## config.mk

```make
export PLATFORM = sky130hd
export DESIGN_NAME = fpnew_shared_sched
export DESIGN_NICKNAME = d
export VERILOG_FILES = /design/src/rtl/fpnew_shared_sched_pkg.sv /design/src/rtl/fpnew_shared_sched_arb.sv /design/src/rtl/fpnew_shared_sched.sv
export SDC_FILE = /design/constraint.sdc
export NUM_CORES = 1
export LEC_CHECK = 0
export BUFFER_PORTS_ARGS = -buffer_cell sky130_fd_sc_hd__buf_2
export CORE_AREA = 10 10 570 572
export DETAILED_ROUTE_END_ITERATION = 10
export DIE_AREA = 0 0 580 582
export PLACE_DENSITY = 0.3
export SETUP_SLACK_MARGIN = 0.1
export SYNTH_ARGS = -nofsm -noshare
export SYNTH_HDL_FRONTEND = slang
export SYNTH_SLANG_ARGS = --single-unit
```

## constraint.sdc

```tcl
create_clock -name clk_i -period 6.3 [get_ports clk_i]
set_clock_uncertainty 0.2 [all_clocks]
set_input_delay 0 -clock clk_i [delete_from_list [all_inputs] [get_ports clk_i]]
set_output_delay 0 -clock clk_i [all_outputs]
set_load 0.01 [all_outputs]
```

## src/rtl/fpnew_shared_sched_pkg.sv

```systemverilog
// Shared helpers for the multi-requester FPU scheduler.
// Only the index-width rule lives here.
package fpnew_shared_sched_pkg;

  function automatic int unsigned sched_idx_width(
    input int unsigned num_req
  );
    return (num_req > 1) ? $clog2(num_req) : 1;
  endfunction

endpackage

```

## src/rtl/fpnew_shared_sched_arb.sv

```systemverilog
// Round-robin pick: lowest eligible index at or after the pointer,
// otherwise lowest eligible index overall.
module fpnew_shared_sched_arb
  import fpnew_shared_sched_pkg::*;
#(
  parameter int unsigned NumReq   = 4,
  parameter int unsigned IdxWidth = 2
) (
  input  logic [NumReq-1:0]   elig_i,
  input  logic [IdxWidth-1:0] ptr_i,
  output logic                any_o,
  output logic [IdxWidth-1:0] idx_o
);

  always_comb begin
    any_o = 1'b0;
    idx_o = '0;
    for (int i = 0; i < NumReq; i++) begin
      if (!any_o && elig_i[i] &&
          (IdxWidth'(i) >= ptr_i)) begin
        any_o = 1'b1;
        idx_o = IdxWidth'(i);
      end
    end
    for (int i = 0; i < NumReq; i++) begin
      if (!any_o && elig_i[i]) begin
        any_o = 1'b1;
        idx_o = IdxWidth'(i);
      end
    end
  end

endmodule

```

## src/rtl/fpnew_shared_sched.sv

```systemverilog
// Shares one FPU among NumReq requesters: credit-limited RR issue,
// index-tagged responses steered back through a one-entry register.
module fpnew_shared_sched
  import fpnew_shared_sched_pkg::*;
#(
  parameter int unsigned NumReq         = 4,
  parameter int unsigned MaxOutstanding = 4,
  parameter int unsigned ReqDataWidth   = 256,
  parameter int unsigned RspDataWidth   = 69,
  parameter int unsigned UserTagWidth   = 4,
  localparam int unsigned IdxWidth = sched_idx_width(NumReq),
  localparam int unsigned CntWidth = $clog2(MaxOutstanding + 1),
  localparam int unsigned FTagW    = IdxWidth + UserTagWidth
) (
  input  logic                                      clk_i,
  input  logic                                      rst_ni,
  input  logic                                      flush_i,
  input  logic [NumReq-1:0]                         req_valid_i,
  output logic [NumReq-1:0]                         req_ready_o,
  input  logic [NumReq-1:0][ReqDataWidth-1:0]       req_data_i,
  input  logic [NumReq-1:0][UserTagWidth-1:0]       req_tag_i,
  output logic                                      fpu_valid_o,
  input  logic                                      fpu_ready_i,
  output logic [ReqDataWidth-1:0]                   fpu_data_o,
  output logic [FTagW-1:0]                          fpu_tag_o,
  input  logic                                      fpu_valid_i,
  output logic                                      fpu_ready_o,
  input  logic [RspDataWidth-1:0]                   fpu_data_i,
  input  logic [FTagW-1:0]                          fpu_tag_i,
  output logic [NumReq-1:0]                         rsp_valid_o,
  input  logic [NumReq-1:0]                         rsp_ready_i,
  output logic [RspDataWidth-1:0]                   rsp_data_o,
  output logic [UserTagWidth-1:0]                   rsp_tag_o,
  output logic                                      busy_o
);

  typedef enum logic {Idle, Hold} lock_e;

  typedef struct packed {
    logic [IdxWidth-1:0]     idx;
    logic [UserTagWidth-1:0] tag;
    logic [RspDataWidth-1:0] data;
  } rsp_entry_t;

  lock_e                             state_q, state_d;
  logic [IdxWidth-1:0]               hold_idx_q, hold_idx_d;
  logic [IdxWidth-1:0]               ptr_q, ptr_d;
  logic [NumReq-1:0][CntWidth-1:0]   cnt_q, cnt_d;
  logic                              full_q, full_d;
  rsp_entry_t                        ent_q, ent_d;

  logic [NumReq-1:0]   elig;
  logic [IdxWidth-1:0] arb_idx, sel, in_idx;
  logic                arb_any, issue, rsp_hs, load, idx_ok;

  always_comb begin
    elig = '0;
    for (int i = 0; i < NumReq; i++) begin
      elig[i] = req_valid_i[i] &&
        (cnt_q[i] < CntWidth'(MaxOutstanding));
    end
  end

  fpnew_shared_sched_arb #(
    .NumReq   (NumReq),
    .IdxWidth (IdxWidth)
  ) i_arb (
    .elig_i (elig),
    .ptr_i  (ptr_q),
    .any_o  (arb_any),
    .idx_o  (arb_idx)
  );

  always_ff @(posedge clk_i) begin
    if (!rst_ni) begin
      state_q    <= Idle;
      hold_idx_q <= '0;
      ptr_q      <= '0;
      cnt_q      <= '0;
      full_q     <= 1'b0;
      ent_q      <= '0;
    end else begin
      state_q    <= state_d;
      hold_idx_q <= hold_idx_d;
      ptr_q      <= ptr_d;
      cnt_q      <= cnt_d;
      full_q     <= full_d;
      ent_q      <= ent_d;
    end
  end

  // Once an offer is stalled, the selection is frozen until taken.
  always_comb begin
    state_d    = state_q;
    hold_idx_d = hold_idx_q;
    unique case (state_q)
      Idle: begin
        if (fpu_valid_o && !fpu_ready_i) begin
          state_d    = Hold;
          hold_idx_d = arb_idx;
        end
      end
      Hold: begin
        if (fpu_ready_i || flush_i) state_d = Idle;
      end
      default: state_d = Idle;
    endcase
  end

  always_comb begin
    sel         = (state_q == Hold) ? hold_idx_q : arb_idx;
    fpu_valid_o = rst_ni && !flush_i &&
      ((state_q == Hold) ? elig[sel] : arb_any);
    issue       = fpu_valid_o && fpu_ready_i;
    req_ready_o = '0;
    if (issue) req_ready_o[sel] = 1'b1;
    fpu_data_o  = req_data_i[sel];
    fpu_tag_o   = {sel, req_tag_i[sel]};
  end

  always_comb begin
    ptr_d = ptr_q;
    if (issue) begin
      ptr_d = (sel == IdxWidth'(NumReq - 1)) ?
        '0 : sel + 1'b1;
    end
  end

  always_comb begin
    in_idx = fpu_tag_i[UserTagWidth +: IdxWidth];
    idx_ok = 1'b0;
    for (int i = 0; i < NumReq; i++) begin
      if (in_idx == IdxWidth'(i)) idx_ok = 1'b1;
    end
    rsp_hs      = full_q && rsp_ready_i[ent_q.idx];
    fpu_ready_o = rst_ni &&
      (!full_q || rsp_ready_i[ent_q.idx]);
    load        = fpu_valid_i && fpu_ready_o && idx_ok;
  end

  // Draining and refilling in one cycle keeps the slot full.
  always_comb begin
    full_d = full_q;
    ent_d  = ent_q;
    if (rsp_hs) full_d = 1'b0;
    if (load) begin
      full_d    = 1'b1;
      ent_d.idx  = in_idx;
      ent_d.tag  = fpu_tag_i[UserTagWidth-1:0];
      ent_d.data = fpu_data_i;
    end
    if (flush_i) full_d = 1'b0;
  end

  always_comb begin
    cnt_d = cnt_q;
    for (int i = 0; i < NumReq; i++) begin
      cnt_d[i] = cnt_q[i]
        + CntWidth'(issue && (sel == IdxWidth'(i)))
        - CntWidth'(rsp_hs && (ent_q.idx == IdxWidth'(i)));
      if (flush_i) cnt_d[i] = '0;
    end
  end

  always_comb begin
    rsp_valid_o = '0;
    for (int i = 0; i < NumReq; i++) begin
      rsp_valid_o[i] = rst_ni && full_q &&
        (ent_q.idx == IdxWidth'(i));
    end
    rsp_data_o = ent_q.data;
    rsp_tag_o  = ent_q.tag;
    busy_o     = full_q || (|cnt_q);
  end

  a_no_underflow: assert property (
    @(posedge clk_i) disable iff (!rst_ni)
    (rsp_hs && !flush_i) |-> (cnt_q[ent_q.idx] != '0));

  a_tag_in_range: assert property (
    @(posedge clk_i) disable iff (!rst_ni)
    (fpu_valid_i && fpu_ready_o) |-> idx_ok);

endmodule

```

==> results of run 1 <==
[registers in the layout (all words and copies together), names as in the netlist]
signal	count
ptr_q	2
rsp_tag_o	4
cnt_q	12
rsp_data_o	69
full_q	1
hold_idx_q	2
state_q	1
ent_q	2
[kinds of logic after synthesis]
group / Yosys count
flops: 93
simple gates: 1329
mux: 526
fa+ha+maj: 18
compound gates: 1050
buf+inv: 550
xor+xnor: 6
[how the worst max path moves through the flow]
stage               startpoint               to
finish                cnt_q[8]  fpu_data_o[133]
global route          cnt_q[8]  fpu_data_o[133]
CTS                  cnt_q[11]    fpu_data_o[5]
detailed placement   cnt_q[11]         cnt_q[8]
global placement     cnt_q[11]         cnt_q[8]
floorplan             cnt_q[8]         cnt_q[2]
[worst reg2reg max path, cell delays in order, from the launching register on]
cell and delay, ns:
dfxtp_1 0.31, nor2b_1 0.33, or2_4 0.65, o211a_4 0.56, a21oi_1 0.17, inv_1 0.19, ha_1 0.21, nand2_1 0.08
ha_1 0.32, inv_1 0.06, ha_1 0.14, inv_1 0.05, fa_1 0.40, xor2_1 0.21, xnor2_1 0.15, nor2_1 0.06
[through the flow]
step	utilization	power, W	hold WS, ns	setup WS (ns)
detailed placement	0.113	0.00378	-0.0117	2.05
global route	0.119	0.00469	0.0548	1.72
global placement	0.113	0.00376	-0.0191	1.93
floorplan	-	0.00219	-0.128	2.86
finish	0.119	0.00442	0.0509	1.90
CTS	0.118	0.00449	0.0275	1.89
[layout make-up]
type                            instances  area share
Antenna cell                          184      0.0123
Clock buffer                           10     0.00612
Tap cell                             4160       0.139
Clock inverter                          6     0.00268
Sequential cell                        93      0.0500
Inverter                               18     0.00201
Timing Repair Buffer                 1667       0.250
Multi-Input combinational cell       2929       0.537
[where the power goes]
part / switching [W] / internal, W
combinational: 0.00197 / 0.00116
clock: 0.000271 / 0.000357
sequential: 0.0000320 / 0.000626
total: 0.00227 / 0.00215
[per-layer routing]
layer	wire [um]	vias to the layer above	part of all wire
met5	1200	-	0.0042
met4	9000	182	0.032
met3	27700	684	0.098
met2	140000	1833	0.49
met1	105000	17795	0.37
li1	-	16051	-
[placed cells by master, fill, tap and decap left out, drive strengths merged, types with 4 or more instances in the layout]
cell,instances
nand2,162
nor3,4
nor2b,266
diode,184
buf,1562
o2111a,260
mux2i,524
dfxtp,93
fa,4
nand2b,5
inv,22
a21oi,263
nand3,338
xor2,4
a2111oi,260
and2,12
clkbuf,10
dlygate4sd3,104
a31oi,261
nor2,529
ha,14
[what timing repair did]
action | 4_1_cts | 5_1_grt
hold buffers | 104 | 0
hold endpoints to repair | 87 | 0
setup endpoints to repair | 0 | 0
==> results.json, run 1 <==
{
  "status": "complete, no violations",
  "ys_warn_count": 0,
  "ys_seq_area_frac": 0.0762,
  "synth_flop_cell": "dfxtp_1",
  "crit_top_cell": "buf_12",
  "synth_mux_area_frac": 0.217,
  "top_usage_layer": "met2",
  "ff_latch_area_sq_um": 1870,
  "drt_iter0_drc": 2618,
  "cts_resized": 0,
  "met2_usage": 0.286,
  "drc_errors": 0,
  "crit_arrival_ns": 4.20,
  "final.period_utilization": 0.699,
  "critPathTopFamily": "buffers and inverters",
  "p_leak_nw": 14.0,
  "postCtsSetupBuffers": 0,
  "cts_root_buf": "clkbuf_16",
  "place_congestion": 0.929,
  "antenna_found_initial": 366,
  "place_area_sq_um": 35600,
  "syn_nets": 4718,
  "synth_xor_xnor_area_share": 0.00215,
  "async_flop_share": 0,
  "synth_area_leaders": "mux2i_1, o2111a_1, a2111oi_0",
  "grt.met3_usage": 0.0637,
  "synthAdderAreaFrac": 0.0104,
  "ant_nets": 0,
  "ios": 1474,
  "track_usage": 0.156,
  "die-area_sq_um": 338000,
  "max-vdd-ir-drop_uv": 125,
  "grt_max_degree": 148,
  "synth_edf_count": 0,
  "dp_hpwl_um": 243000,
  "wl_per_cell_um": 31.3,
  "design_area_sq_um": 37400,
  "drive_above_1_share": 0.338,
  "start_util": 0.0779,
  "ys_seq_elements": 93,
  "synth_top_area_frac": 0.215,
  "postSynthCellCount": 3572,
  "num_vias": 36545,
  "r2r_slack_ns": 2.09,
  "synth_compound_area_frac": 0.337,
  "synth_top_family_by_area": "compound AO/OA/AOI/OAI gates",
  "slew_viol_final": 0,
  "port_buffers": 1473,
  "yosysTopAreaCell": "mux2i_1",
  "critPathMaxFanout": 130,
  "grt_pass1_vias": 34279,
  "setup_tns_ns": 0,
  "cp.required_ns": 6.10,
  "synthTopCellsByCount": "nor2_1, mux2i_1, clkbuf_1, nand3_1, nor2b_1",
  "multiInputGateArea_sq_um": 20100,
  "cp-start-kind": "flip-flop",
  "power-per-cell-area_nw_per_um2": 118,
  "fill_cells": 36901,
  "hold_depth": 5,
  "core-area_sq_um": 314000,
  "vias_per_cell": 4.03,
  "avgSynthCellArea_sq_um": 6.84,
  "hold_viol": 0,
  "path_depth": 9,
  "critPathBufInv": 4,
  "grt.overflow.total": 0,
  "hold_class": "input port to flip-flop",
  "path_cells": "nor2b_1 -> or3b_1 -> a41oi_4 -> buf_12 -> buf_12 -> buf_4 -> a2111oi_0 -> a31oi_1 -> buf_2",
  "final_nets": 5864,
  "cpMaxStageDelayCell": "buf_4",
  "yosysMostFrequentCell": "nor2_1",
  "synthSimpleGateAreaFrac": 0.253,
  "totalWireLength_um": 283000,
  "min_from": "req_valid_i[0]",
  "areaGrowthSynthToFinish_pct": 53.0,
  "dp.cells": 8763,
  "fin_cells": 9067,
  "min_period_ns": 4.40,
  "end_kind": "primary output",
  "cts_tree": "built",
  "rsz0062_at_grt": "false",
  "die_y_um": 582,
  "rows": 206,
  "worst_pin_slew_ns": 1.21,
  "cpPeakStageDelay_ns": 0.59,
  "clock-sinks": 93,
  "h-tree-depth": 3,
  "critPathKind": "flip-flop to primary output",
  "clk_pin_slew_worst_paths_ns": 0.06,
  "fmaxAchievable_mhz": 227,
  "clock_latency_ns": 0.35,
  "clockBufferDepth": 2,
  "numCtsBuffers": 9,
  "r2r_cells": 15,
  "yosysUniqueCellTypes": 40,
  "cap_violations": 0,
  "setup_violations": 0,
  "die_x_um": 580,
  "timing.rr.end": "cnt_q[8]",
  "rr_startpoint": "cnt_q[11]",
  "whs_endpoint": "hold_idx_q[0]",
  "synth_area_sq_um": 24400,
  "met1_usage": 0.170,
  "grt_pass1_wl_um": 362000,
  "slew_headroom": 0.172,
  "drtPass1Iterations": 6
}
No activity file was read; power rests on OpenSTA's default activity.
==> run 2: changes to the inputs <==
--- a/config.mk
+++ b/config.mk
@@ -6,9 +6,9 @@
 export NUM_CORES = 1
 export LEC_CHECK = 0
 export BUFFER_PORTS_ARGS = -buffer_cell sky130_fd_sc_hd__buf_2
-export CORE_AREA = 10 10 570 572
+export CORE_AREA = 10 10 571 573
 export DETAILED_ROUTE_END_ITERATION = 10
-export DIE_AREA = 0 0 580 582
+export DIE_AREA = 0 0 581 583
 export PLACE_DENSITY = 0.3
 export SETUP_SLACK_MARGIN = 0.1
 export SYNTH_ARGS = -nofsm -noshare
==> constraint.sdc (replaced) <==
create_clock -name clk_i -period 4.6 [get_ports clk_i]
set_clock_uncertainty 0.2 [all_clocks]
set_input_delay 0 -clock clk_i [delete_from_list [all_inputs] [get_ports clk_i]]
set_output_delay 0 -clock clk_i [all_outputs]
set_load 0.01 [all_outputs]
==> run 2 against run 1 <==
  * Worst setup slack worse by 1.3 ns
  * Via count is 0.34% higher
  * First-iteration DRC count is 15% higher
  * Wire length is 1.6% lower
  * Register-to-register slack worse by 1.0 ns
  * Global-route usage is 0.39 points lower
  * Utilization hardly changed
  * Sequential power is 36% higher
  * Clock power is 24% higher
  * Die area is 0.34% higher
==> results.json, run 2 (synthesis results as in run 1) <==
{
  "status": "complete, no violations",
  "drc_errors": 0,
  "die_x_um": 581,
  "port_buffers": 1473,
  "grt_max_degree": 191,
  "hold_class": "input port to flip-flop",
  "numCtsBuffers": 9,
  "rsz0062_at_grt": "false",
  "final_cell_mix": "buf_2, nor2_1, mux2i_1, nand3_1, nor2b_1",
  "power-per-cell-area_nw_per_um2": 161,
  "drive_above_1_share": 0.343,
  "drtPass1Iterations": 5,
  "vias_per_cell": 4.04,
  "antenna_found_initial": 364,
  "final.period_utilization": 0.869,
  "die_y_um": 583,
  "cp.required_ns": 4.40,
  "slew_viol_final": 0,
  "cts_tree": "built",
  "place_congestion": 0.935,
  "worst_pin_slew_ns": 1.45,
  "p_leak_nw": 14.0,
  "postCtsSetupBuffers": 0,
  "grt.overflow.total": 0,
  "total_power_w": 0.00603,
  "fmaxAchievable_mhz": 250,
  "clockBufferDepth": 2,
  "clock-sinks": 93,
  "core-area_sq_um": 314000,
  "h-tree-depth": 3,
  "num_vias": 36671,
  "setup_violations": 0,
  "critPathMaxFanout": 48,
  "wl_per_cell_um": 30.7,
  "cap_violations": 0,
  "top_usage_layer": "met2",
  "final_nets": 5854,
  "rows": 206,
  "slew_headroom": 0.0333,
  "end_kind": "primary output",
  "cp-start-kind": "flip-flop",
  "crit_arrival_ns": 3.80,
  "clock_latency_ns": 0.36,
  "fill_cells": 36953,
  "grt_pass1_wl_um": 356000,
  "totalWireLength_um": 279000,
  "grt.met3_usage": 0.0647,
  "setup_tns_ns": 0,
  "min_period_ns": 4.00,
  "die-area_sq_um": 339000,
  "start_util": 0.0778,
  "cts_root_buf": "clkbuf_16",
  "met2_usage": 0.267,
  "hold_viol": 0,
  "drt_iter0_drc": 3006,
  "areaGrowthSynthToFinish_pct": 53.3,
  "met1_usage": 0.166,
  "largest_reg_flops": 69,
  "clk_pin_slew_worst_paths_ns": 0.08,
  "ios": 1474,
  "critPathKind": "flip-flop to primary output",
  "dp_hpwl_um": 239000,
  "ant_nets": 0,
  "grt_pass1_vias": 34276,
  "layout_commonest_cell": "buf_2",
  "max-vdd-ir-drop_uv": 172,
  "track_usage": 0.152
}
-- run 2: changes by cell type in the layout (fill, tap and decap cells not counted), moves of 4 or more --
cell | before | now
dlygate4sd3_1 | 104 | 79
diode_2 | 184 | 208
buf_12 | 21 | 34
a2111oi_2 | 1 | 7
buf_4 | 67 | 73
a2111oi_1 | 8 | 4
-- run 2: final timing paths --
| path | from | end | slack [ns] | cells after the start |
|---|---|---|---|---|
| setup reg to reg | cnt_q[5] | cnt_q[8] | 1.08 | 15 |
| setup / recovery | state_q | fpu_data_o[148] | 0.60 | 6 |
| hold / removal | rst_ni | cnt_q[0] | 0.03 | 4 |
| hold reg to reg | rsp_tag_o[0] | rsp_tag_o[0] | 0.25 | 2 |
-- run 2: per-layer routing --
metal,part of all wire,routed length [um]
met3,0.10,29200
met5,0.0041,1150
met4,0.040,11200
met1,0.37,103000
met2,0.48,134000
-- run 2: timing repair --
item,CTS,global route
endpoints found under the hold margin,87,0
resized for setup,0,0
hold buffers,79,0
-- run 2: metrics by stage --
stage / cells / setup slack [ns] / utilization / area, sq um / hold slack [ns]
6_report: 9081 / 0.603 / 0.119 / 37500 / 0.0288
5_1_grt: 9012 / 0.478 / 0.119 / 37300 / 0.0523
4_1_cts: 8873 / 0.535 / 0.118 / 36900 / 0.0196
3_5_place_dp: 8778 / 0.916 / 0.114 / 35800 / -0.0129
3_3_place_gp: 8776 / 0.915 / 0.114 / 35800 / -0.0174
2_1_floorplan: 3572 / 1.16 / - / 24400 / -0.128
-- run 2: critical path, cell delays in order (launching register included) --
cell       delay [ns]
dfxtp_4          0.51
buf_4            0.59
buf_4            0.68
nor2b_1          0.10
a2111oi_0        1.03
a31oi_1          0.11
buf_2            0.21
-- run 2: where the power goes --
part           internal, W  leakage [nW]  switching (W)  total, W
registers         0.000857         0.767      0.0000407  0.000898
logic              0.00162          13.1        0.00274   0.00436
clock network     0.000387         0.150       0.000393  0.000780
-- run 2: final cells by class --
cell class	count	area, sq um	area share
Antenna cell	208	520	0.0139
Sequential cell	93	1870	0.0499
Multi-Input combinational cell	2929	20100	0.537
Timing Repair Buffer	1657	9380	0.250
Clock inverter	7	76.3	0.00204
Clock buffer	9	225	0.00601
Inverter	18	75.1	0.00200
Tap cell	4160	5200	0.139
